<file path="src/rtl/uart_tx_arbiter.sv">
// Round-robin owner of the shared UART transmitter. A client keeps the UART for a whole
// message (req held); an optional watchdog revokes the grant from a stalled owner.
module uart_tx_arbiter #(
    parameter int unsigned N_REQ       = 3,
    parameter logic [19:0] TIMEOUT_CYC = 20'd0
) (
    input  logic               clk,
    input  logic               rst_n,
    input  logic [N_REQ-1:0]   req,
    output logic [N_REQ-1:0]   grant,
    input  logic [N_REQ-1:0]   cli_tx_en,
    input  logic [8*N_REQ-1:0] cli_tx_data,
    output logic [N_REQ-1:0]   cli_tx_busy,
    input  logic               uart_tx_busy,
    output logic               uart_tx_en,
    output logic [7:0]         uart_tx_data,
    output logic               timeout_err,
    output logic [1:0]         timeout_id
);
    localparam logic [2:0] NReq = 3'(N_REQ);

    typedef enum logic [1:0] {StIdle, StGrant, StDrain} state_e;

    state_e           state_q, state_d;
    logic [N_REQ-1:0] grant_q, grant_d;
    logic [N_REQ-1:0] lockout_q, lockout_d;
    logic [1:0]       owner_q, owner_d;
    logic [1:0]       rr_ptr_q, rr_ptr_d;
    logic [1:0]       timeout_id_q, timeout_id_d;
    logic [19:0]      wd_cnt_q, wd_cnt_d;
    logic             uart_tx_en_q, uart_tx_en_d;
    logic [7:0]       uart_tx_data_q, uart_tx_data_d;
    logic             timeout_err_q, timeout_err_d;

    logic [N_REQ-1:0] eligible;
    logic [1:0]       pick;
    logic             owner_en;
    logic             owner_req;
    logic             wd_kick;
    logic [2:0]       owner_inc;
    logic [4:0]       data_base;

    // First eligible index at or after ptr, wrapping modulo N_REQ.
    function automatic logic [1:0] rr_pick(input logic [N_REQ-1:0] elig, input logic [1:0] ptr);
        logic [1:0] sel;
        logic       found;
        logic [2:0] idx;
        sel   = ptr;
        found = 1'b0;
        for (int unsigned k = 0; k < N_REQ; k++) begin
            idx = {1'b0, ptr} + 3'(k);
            if (idx >= NReq) begin
                idx = idx - NReq;
            end
            if (!found && elig[idx[1:0]]) begin
                sel   = idx[1:0];
                found = 1'b1;
            end
        end
        return sel;
    endfunction

    assign eligible  = req & ~lockout_q;
    assign pick      = rr_pick(eligible, rr_ptr_q);
    assign owner_en  = cli_tx_en[owner_q];
    assign owner_req = req[owner_q];
    assign wd_kick   = owner_en | uart_tx_busy | uart_tx_en_q;
    assign owner_inc = {1'b0, owner_q} + 3'd1;
    assign data_base = {owner_q, 3'b000};

    always_comb begin
        state_d        = state_q;
        grant_d        = grant_q;
        owner_d        = owner_q;
        rr_ptr_d       = rr_ptr_q;
        lockout_d      = lockout_q & req;
        wd_cnt_d       = wd_cnt_q;
        uart_tx_en_d   = 1'b0;
        uart_tx_data_d = uart_tx_data_q;
        timeout_err_d  = 1'b0;
        timeout_id_d   = timeout_id_q;

        case (state_q)
            StIdle: begin
                if (|eligible) begin
                    grant_d       = '0;
                    grant_d[pick] = 1'b1;
                    owner_d       = pick;
                    wd_cnt_d      = '0;
                    state_d       = StGrant;
                end
            end
            StGrant: begin
                uart_tx_en_d   = owner_en;
                uart_tx_data_d = cli_tx_data[data_base +: 8];
                // Release beats a watchdog expiry in the same cycle.
                if (!owner_req) begin
                    grant_d = '0;
                    state_d = StDrain;
                end else if (TIMEOUT_CYC != 20'd0) begin
                    if (wd_kick) begin
                        wd_cnt_d = '0;
                    end else if (wd_cnt_q == TIMEOUT_CYC - 20'd1) begin
                        timeout_err_d      = 1'b1;
                        timeout_id_d       = owner_q;
                        lockout_d[owner_q] = 1'b1;
                        grant_d            = '0;
                        state_d            = StDrain;
                    end else begin
                        wd_cnt_d = wd_cnt_q + 20'd1;
                    end
                end
            end
            StDrain: begin
                if (!uart_tx_busy && !uart_tx_en_q) begin
                    rr_ptr_d = (owner_inc >= NReq) ? 2'd0 : owner_inc[1:0];
                    state_d  = StIdle;
                end
            end
            default: state_d = StIdle;
        endcase
    end

    // The uart_tx_en term covers the cycle between forwarding and the core raising busy.
    always_comb begin
        cli_tx_busy = '1;
        if (state_q == StGrant) begin
            cli_tx_busy[owner_q] = uart_tx_busy | uart_tx_en_q;
        end
    end

    always_ff @(posedge clk) begin
        if (!rst_n) begin
            state_q        <= StIdle;
            grant_q        <= '0;
            owner_q        <= '0;
            rr_ptr_q       <= '0;
            lockout_q      <= '0;
            wd_cnt_q       <= '0;
            uart_tx_en_q   <= 1'b0;
            uart_tx_data_q <= '0;
            timeout_err_q  <= 1'b0;
            timeout_id_q   <= '0;
        end else begin
            state_q        <= state_d;
            grant_q        <= grant_d;
            owner_q        <= owner_d;
            rr_ptr_q       <= rr_ptr_d;
            lockout_q      <= lockout_d;
            wd_cnt_q       <= wd_cnt_d;
            uart_tx_en_q   <= uart_tx_en_d;
            uart_tx_data_q <= uart_tx_data_d;
            timeout_err_q  <= timeout_err_d;
            timeout_id_q   <= timeout_id_d;
        end
    end

    assign grant        = grant_q;
    assign uart_tx_en   = uart_tx_en_q;
    assign uart_tx_data = uart_tx_data_q;
    assign timeout_err  = timeout_err_q;
    assign timeout_id   = timeout_id_q;

endmodule

</file>
<file path="config.mk">
export PLATFORM = sky130hd
export DESIGN_NAME = uart_tx_arbiter
export DESIGN_NICKNAME = d
export VERILOG_FILES = /design/src/rtl/uart_tx_arbiter.sv
export SDC_FILE = /design/constraint.sdc
export NUM_CORES = 1
export LEC_CHECK = 0
export CORE_ASPECT_RATIO = 0.6
export CORE_MARGIN = 2
export CORE_UTILIZATION = 46
export DETAILED_ROUTE_END_ITERATION = 6
export GPL_TIMING_DRIVEN = 0
export MAX_ROUTING_LAYER = met4
export PLACE_DENSITY = 0.87
export SYNTH_ARGS = -nofsm -noshare
export SYNTH_HDL_FRONTEND = slang
export SYNTH_SLANG_ARGS = --single-unit
</file>
<file path="constraint.sdc">
create_clock -name clk -period 4.3 [get_ports clk]
set_clock_uncertainty 0.1 [all_clocks]
set_input_delay 1.29 -clock clk [delete_from_list [all_inputs] [get_ports clk]]
set_output_delay 1.29 -clock clk [all_outputs]
set_load 0.01 [all_outputs]
</file>
==> reports/metrics.cfg <==
[sta]
post-route-min-period_ns=4.17
rsz0062_at_grt=no
timing.hold.ws_ns=0.399
slew-limit-headroom=0.468
tns_ns=0
hold_viol_final=0
max_freq_mhz=240
min_period_over_period=0.969
final_max_slew_viol_count=0
tightest_slew_ns=0.787
setup_viol=0

[hold_path]
holdCritStartpoint=lockout_q[0]
whs_endpoint=lockout_q[0]
worstHoldPathCells=1
worstHoldPathType=flop to flop

[die]
die_area_um2=3280
io_pins=51
die_w_um=72.6
rows=14
start_util=0.501
die_h_um=45.2
core-area_um2=2590

[pwr]
power.density_nw_per_um2=302
swShare=0.313
peakVddDrop_v=0.000206
comb_power_share=0.363
cellLeakagePower_nw=0.755
internal-power_uw=387
seq_power_share=0.409
switching_power_uw=176
p_clk_frac=0.228

[logic_synthesis]
synth-edff-count=0
synth_area_leaders=dfxtp_1 32%, mux2i_1 7.7%, o211ai_1 6.4%
netlist.top_cell.by_area=dfxtp_1
ys.flop_type=dfxtp_1
ys_warn_count=0
synth.avg_cell_area_um2=8.72
ys_seq_elements=21
synthArstFlopShare=0
synth_cell_types=42
ys_seq_area_frac=0.323
synth_cells=149
synth_area_um2=1300
synth_top_area_share=0.323

[detailed_routing]
wl_met3_um=169
met2_length_um=1680
ant_nets=0
vias=1333
wl_met1_um=1810
drt_iter0_markers=93
highest_layer=met4
via_per_inst=5.70
drt_wl_total_um=3720
route.detailed.drc=0
wire_per_inst_um=15.9
first_pass_iters=4

[layout]
drive_gt1_frac=0.109
instances_no_fill=234
utilization=0.719
layout_common_cells=47 x clkdlybuf4s50_1, 21 x dfxtp_1, 12 x nand2_1
fin_nets=238
final_common_cell=clkdlybuf4s50_1
areaGrowthSynthToFinish_pct=43.4
antenna_cells=0

[run]
cap_violations=0

[run_status]
status=finished, final reports clean

[worst_setup_path]
startpoint=uart_tx_busy
reg2reg_to=grant[1]
reg2reg_depth=8
reg2reg_slack_ns=2.19
cp.arrival_ns=2.78
required_ns=2.91
reg2reg_from=rr_ptr_q[0]
cp_max_fo=3
path_class=primary input to primary output
crit_path_end_kind=primary output
start_kind=primary input

[clock_network]
cts_resized=0
cts_setup_buffers=0
clk_path_buf_depth=2
clk_latency_ns=0.26
cts_root_buffer=clkbuf_8
cts_htree_levels=1
cts_hold_buffers=0
cts_sinks=21
cts_buffers=3
cts_tree=done
clk_pin_slew_worst_paths_ns=0.08

[placed_design]
port_buffers=47
place_hpwl_um=2960
gp_congestion=0.857
dp.cells=230

[global_route]
grt_pass1_vias=1309
grt_pass1_wl_um=6060
grt.total_usage=0.248
overflow=0
grt_max_degree=13
antenna_found_initial=0

## worst max-delay path: stages
cell             delay (ns)
clkdlybuf4s50_1        0.43
nor3b_1                0.42
nand3b_1               0.14
clkdlybuf4s50_1        0.50
## per-stage QoR
step / setup slack (ns) / area [µm²] / total power [mW]
after floorplan: 1.20 / 1310 / 0.344
after global placement: 0.161 / 1820 / 0.428
after detailed placement: 0.154 / 1820 / 0.436
after CTS: 0.150 / 1860 / 0.563
after global routing: 0.0641 / 1860 / 0.594
final: 0.131 / 1860 / 0.563
## power groups by stage
stage               clock network, mW  logic, mW  registers (mW)
global route                    0.140      0.220           0.233
global placement                    0      0.196           0.233
floorplan                           0      0.105           0.239
detailed placement                  0      0.201           0.235
CTS                             0.130      0.203           0.230
finish                          0.128      0.205           0.231
## flip-flops by register name, indices dropped and copies added, names as in the netlist
signal        flops
grant             3
rr_ptr_q          2
uart_tx_en        1
uart_tx_data      8
state_q           2
owner_q           2
lockout_q         3
## worst max path at each step
stage | to | slack, ns | depth (start not counted)
6_report | cli_tx_busy[2] | 0.13 | 4
5_1_grt | cli_tx_busy[1] | 0.06 | 4
4_1_cts | cli_tx_busy[2] | 0.15 | 4
3_5_place_dp | cli_tx_busy[2] | 0.15 | 4
3_3_place_gp | cli_tx_busy[2] | 0.16 | 4
2_1_floorplan | cli_tx_busy[2] | 1.20 | 2
## synth_stat cells, types with 2 or more instances
cell      number
nor3_1         3
or3_1          2
nand4_1        3
nand2b_1       3
dfxtp_1       21
nor2_1         5
o31ai_2        2
o211a_1        8
and2_1         2
clkbuf_1       4
inv_1          2
o21ai_0        8
nor2b_1        7
o211ai_1      11
and3_1         3
buf_2          4
ha_1           2
buf_4          4
nor3b_1        2
nand2_1       12
nand3b_1       4
mux2i_1       10
a22oi_1        2
a21oi_1        7
## layout make-up
class	count	area, µm²
timing repair buffer	47	470
tap	32	40.0
fill	202	728
clock inverter	1	5.00
sequential	21	420
buffer	13	76.3
inverter	3	25.0
clock buffer	3	41.3
multi-input combinational	114	786
## routing by layer
layer	vias to the layer above	GRT usage
met2	45	0.395
met3	8	0.0603
met4	0	0.0704
li1	652	-
met5	-	-
met1	628	0.318
## kinds of logic (layout without fill, tap and decap cells)
| family | after synthesis | after routing | synth area share |
|---|---|---|---|
| AOI/OAI and AO/OA | 45 | 45 | 0.258 |
| adders and majority gates | 3 | 3 | 0.0279 |
| other | 1 | 3 | 0.00288 |
| DFF | 21 | 21 | 0.323 |
| buffers and inverters | 16 | 67 | 0.0780 |
| and+or+nand+nor | 53 | 53 | 0.233 |
| muxes | 10 | 10 | 0.0770 |
Note: power is estimated with default switching activity, not from simulation.
